===== src/rtl/hazard_scoreboard.sv =====
// Hazard and forwarding controller: tracks in-flight destination records after ID and
// drives operand/flag forward selects plus load-use stall. HAZARD_PERF_EN adds stall_cnt.
module hazard_scoreboard #(
  parameter int STAGES     = 3,
  parameter int REG_W      = 5,
  parameter int LOAD_READY = 2,
  parameter int SEL_W      = $clog2(STAGES)
) (
  input  logic             clk,
  input  logic             reset,
  input  logic             id_valid,
  input  logic [REG_W-1:0] id_rd,
  input  logic             id_regwrite,
  input  logic             id_memtoreg,
  input  logic             id_flagwrite,
  input  logic [REG_W-1:0] id_ra,
  input  logic [REG_W-1:0] id_rb,
  input  logic             id_ra_used,
  input  logic             id_rb_used,
  input  logic             id_flags_used,
  input  logic             flush,
  output logic [SEL_W-1:0] fwd_a,
  output logic [SEL_W-1:0] fwd_b,
  output logic             fwd_flag,
  output logic             stall
`ifdef HAZARD_PERF_EN
  ,
  output logic [15:0]      stall_cnt
`endif
);

  localparam logic [REG_W-1:0] XZR = REG_W'(31);

  // Bit/element k holds the record of the instruction k stages past ID.
  logic [STAGES:1]            vld_q, rw_q, mtr_q, fw_q;
  logic [STAGES:1][REG_W-1:0] rd_q;

  logic                vld_d;
  logic [STAGES-1:1]   match_a, match_b;
  logic                load_hit;
  logic                unused_state;

  always_comb begin
    match_a = '0;
    match_b = '0;
    for (int k = 1; k < STAGES; k++) begin
      match_a[k] = vld_q[k] & rw_q[k] & (rd_q[k] == id_ra) & (id_ra != XZR) & id_ra_used;
      match_b[k] = vld_q[k] & rw_q[k] & (rd_q[k] == id_rb) & (id_rb != XZR) & id_rb_used;
    end
  end

  // Scan oldest to youngest so the youngest producer overwrites the select.
  always_comb begin
    fwd_a = '0;
    fwd_b = '0;
    for (int k = STAGES - 1; k >= 1; k--) begin
      if (match_a[k]) fwd_a = SEL_W'(k);
      if (match_b[k]) fwd_b = SEL_W'(k);
    end
  end

  always_comb begin
    load_hit = 1'b0;
    for (int k = 1; k < LOAD_READY; k++) begin
      if ((match_a[k] | match_b[k]) & mtr_q[k]) load_hit = 1'b1;
    end
  end

  assign stall    = id_valid & ~flush & load_hit;
  assign fwd_flag = vld_q[1] & fw_q[1] & id_flags_used;
  assign vld_d    = id_valid & ~flush & ~stall;

  always_ff @(posedge clk or posedge reset) begin
    if (reset) begin
      vld_q <= '0;
      rw_q  <= '0;
      mtr_q <= '0;
      fw_q  <= '0;
      rd_q  <= '0;
    end else begin
      vld_q <= {vld_q[STAGES-1:1], vld_d};
      rw_q  <= {rw_q[STAGES-1:1],  id_regwrite};
      mtr_q <= {mtr_q[STAGES-1:1], id_memtoreg};
      fw_q  <= {fw_q[STAGES-1:1],  id_flagwrite};
      rd_q  <= {rd_q[STAGES-1:1],  id_rd};
    end
  end

  // The WR-stage record and late-stage load/flag bits only exist to age out.
  assign unused_state = ^{vld_q, rw_q, mtr_q, fw_q, rd_q};

`ifdef HAZARD_PERF_EN
  logic [15:0] stall_cnt_q, stall_cnt_d;

  always_comb begin
    stall_cnt_d = stall_cnt_q;
    if (stall && (stall_cnt_q != 16'hFFFF)) stall_cnt_d = stall_cnt_q + 16'd1;
  end

  always_ff @(posedge clk or posedge reset) begin
    if (reset) stall_cnt_q <= '0;
    else       stall_cnt_q <= stall_cnt_d;
  end

  assign stall_cnt = stall_cnt_q;
`endif

endmodule


===== config.mk =====
export PLATFORM = sky130hd
export DESIGN_NAME = hazard_scoreboard
export DESIGN_NICKNAME = d
export VERILOG_FILES = /design/src/rtl/hazard_scoreboard.sv
export SDC_FILE = /design/constraint.sdc
export NUM_CORES = 1
export LEC_CHECK = 0
export BUFFER_PORTS_ARGS = -buffer_cell sky130_fd_sc_hd__buf_2
export CAP_MARGIN = 20
export CORE_AREA = 4 4 46 48
export CTS_CLUSTER_SIZE = 20
export DETAILED_ROUTE_END_ITERATION = 6
export DIE_AREA = 0 0 50 52
export HOLD_SLACK_MARGIN = 0.02
export PLACE_DENSITY = 0.75
export SETUP_SLACK_MARGIN = 0.2
export SLEW_MARGIN = 20
export SYNTH_ARGS = -nofsm -noshare
export SYNTH_HDL_FRONTEND = slang
export SYNTH_SLANG_ARGS = --single-unit

===== constraint.sdc =====
create_clock -name clk -period 2 [get_ports clk]
set_clock_uncertainty 0.1 [all_clocks]
set_input_delay 0.4 -clock clk [delete_from_list [all_inputs] [get_ports clk]]
set_output_delay 0.4 -clock clk [all_outputs]
set_load 0.1 [all_outputs]

==> impl_results.md <==
* Tightest Pin Transition at about 0.57 ns
* Global-route wire length before repair at 2.704 mm
* Ranking of synthesized cells by area: dfrtp_1, xnor2_1, xor2_1, nand4_1, nor4_4
* Vias per cell at between 4 and 5
* TritonCTS Buffers at 3
* Drt drc at 0
* Drt first-iter violations at 4
* CP Capture Type: primary output
* Final ANT Viol Nets at 0
* Final net count at 126
* Worst Path Class, Setup: flip-flop to primary output
* Core Util, Final at 0.6476
* Peak VDD IR at 0.4472 mV
* Die H at 52 um
* Vias in the first global route at 639
* Final instance area at 1106 um^2
* Fillers at 144
* Wire per inst at 12.68 um
* Worst setup margin at -0.3377 ns
* I/O pins at 31
* Root buf cell: clkbuf_4
* Count leader, synth: dfrtp_1
* Slew headroom at 0.6202
* Buf+Inv Stages, Crit Path at 1
* Post-synthesis register bit count at 16
* Die X at 50 um
* CTS tree: done
* Row count at 15
* Status: finished with violations
* Gpl congestion at 0.8298
* Largest net degree at the start of global routing at 17
* Synth top area share at 0.5470
* Syn Nets at slightly above 80
* Critical path startpoint category: flip-flop
* CTS H-tree lvls at 1
* Worst-path fanout max at 3
* Clock latency on the worst-skew pair at between 0.2 and 0.3 ns
* Critical path arrival at between 1.5 and 2 ns
* Post-CTS Hold Buffers at 0
* Input/output buffers at 30
* Final setup vio count at 5
* GRT Total Usage at 0.1411
* Critical path's slowest cell: dfrtp_1
* Setup_tns at -1.074 ns
* WP data required at 1.50 ns
* Grt ovf at 0
* RSZ-0062 raised after global routing: true
* Asr flop ratio synth at 1.000
* Final period utilization at 1.169
* Distinct cells, synth at 16
* CP delay by family, top: simple AND/OR/NAND/NOR gates
* Area Overhead vs Synth at 51.11%
* Mapped Cells at 58
* Minimum clock period at 2.338 ns
* Max Cap Viol at 0
* Critical Path, Cell by Cell: xnor2_1, nand4_1, nor4_4, o21ai_2, nor3b_4, buf_12
* Ys flop type: dfrtp_1
* Warnings from Yosys at 0
* Slew Limit Fails at 0
* EDFF count, synth at 0
* Area of the core at 1708 um^2
* Initial antenna violation count at 0
* Placed cell area at 1066 um^2
* Share of cells above drive strength 1 at 0.4949
* Post-Syn Area at 732.0 um^2
* Sequential element share of the synthesized area at 0.5470
* Die Area at 2600 um^2
* Violated checks: setup timing
* Initial Util at 0.4286
* Hold Fails Final Rpt at 0
* Static Leak at around 0.0005 uW
* CTS Sinks at 16
* Max Fclk at 427.8 MHz
* Post-DP HPWL at between 1 and 1.5 mm
* Syn Area/Cell at 12.62 um^2
* Post-synth top area cell: dfrtp_1
* Hold Crit Class: input port to asynchronous set/reset pin
* Diode count at 0
* Detailed Route WL at approximately 1.6 mm
* Max clock buf depth at 2
* Vias at 581
* Max incr delay on CP at 0.43 ns
* Clk slew on worst S/H paths at 0.08 ns
* Power per cell area at 555.0 nW/um^2
* Drt pass-1 iters at 3
* Synth top cells by count: dfrtp_1, xnor2_1, xor2_1
==> per-layer routing <==
metal	global-route usage	vias up	part of all wire
met5	0	-	0
met4	0.08295	0	0.018
met3	0.02865	4	0.044
met2	0.2457	18	0.55
met1	0.1588	275	0.38
li1	-	284	-
==> path summary, 6_finish.rpt <==
check,start,end,slack (ns),cells after the start
worst min register to register,rw_q[1]$_DFF_PP0_,rw_q[2]$_DFF_PP0_,0.29,0
worst max-delay path,rd_q[0]$_DFF_PP0_,stall,-0.34,6
max in group asynchronous,reset,rd_q[9]$_DFF_PP0_,1.36,2
worst max register to register,rd_q[0]$_DFF_PP0_,vld_q[1]$_DFF_PP0_,0.47,5
worst min-delay path,reset,fw_q[1]$_DFF_PP0_,0.07,2
min in group clk,id_regwrite,rw_q[1]$_DFF_PP0_,0.13,1
==> registers in the layout (all words and copies together) (netlist names) <==
name   flops
rd_q      10
mtr_q      1
vld_q      2
rw_q       2
fw_q       1
==> final cells by class <==
type	instances	area [um^2]	area share
flip-flops and latches	16	400.4	0.3620
multi-input cells	41	359.1	0.3247
repair buffers	38	289.0	0.2613
well taps	25	31.28	0.02828
clock buffers	3	22.52	0.02036
inverters	1	3.754	0.003394
==> power by group <==
part | internal (uW) | total [uW] | leakage, uW | switching, uW
clock network | 69.7 | 154 | 0.0000138 | 84.2
registers | 340 | 354 | 0.000189 | 14.4
logic | 52.1 | 106 | 0.000300 | 53.7
==> cell families (layout without fill, tap and decap cells) <==
family / after synthesis / in the layout / synth area share
xor gates and xnor gates: 20 / 20 / 0.2393
DFF: 16 / 16 / 0.5470
AOI/OAI and AO/OA: 3 / 3 / 0.03077
buffers and inverters: 1 / 42 / 0.005123
and+or+nand+nor: 18 / 18 / 0.1778
==> layout by cell type (no fill, tap or decap), drive strengths merged <==
| master | synthesis | routed |
|---|---|---|
| inv | 1 | 1 |
| nand2 | 3 | 3 |
| nand4 | 4 | 4 |
| xor2 | 10 | 10 |
| nor3b | 1 | 1 |
| dfrtp | 16 | 16 |
| o21ai | 3 | 3 |
| nand3 | 2 | 2 |
| nor4 | 4 | 4 |
| clkbuf | 0 | 3 |
| buf | 0 | 38 |
| and3b | 1 | 1 |
| nor3 | 2 | 2 |
| xnor2 | 10 | 10 |
| and3 | 1 | 1 |
==> through the flow <==
step           setup WS [ns]  instances  hold WS, ns  total power (uW)
2_1_floorplan         -1.353         58       0.2137             412.6
3_3_place_gp         -0.1430        120       0.2579             461.0
3_5_place_dp         -0.2149        120       0.2767             465.9
4_1_cts              -0.3689        123      0.07924             624.0
5_1_grt              -0.4721        124       0.1013             651.3
6_report             -0.3377        124      0.06869             613.9
==> what timing repair did <==
action,CTS,global route
buffers inserted,0,1
gates resized for setup,1,1
setup endpoints to repair,5,5
pin swaps,3,1
endpoints found under the hold margin,0,0
Note: power is estimated with default switching activity, not from simulation.
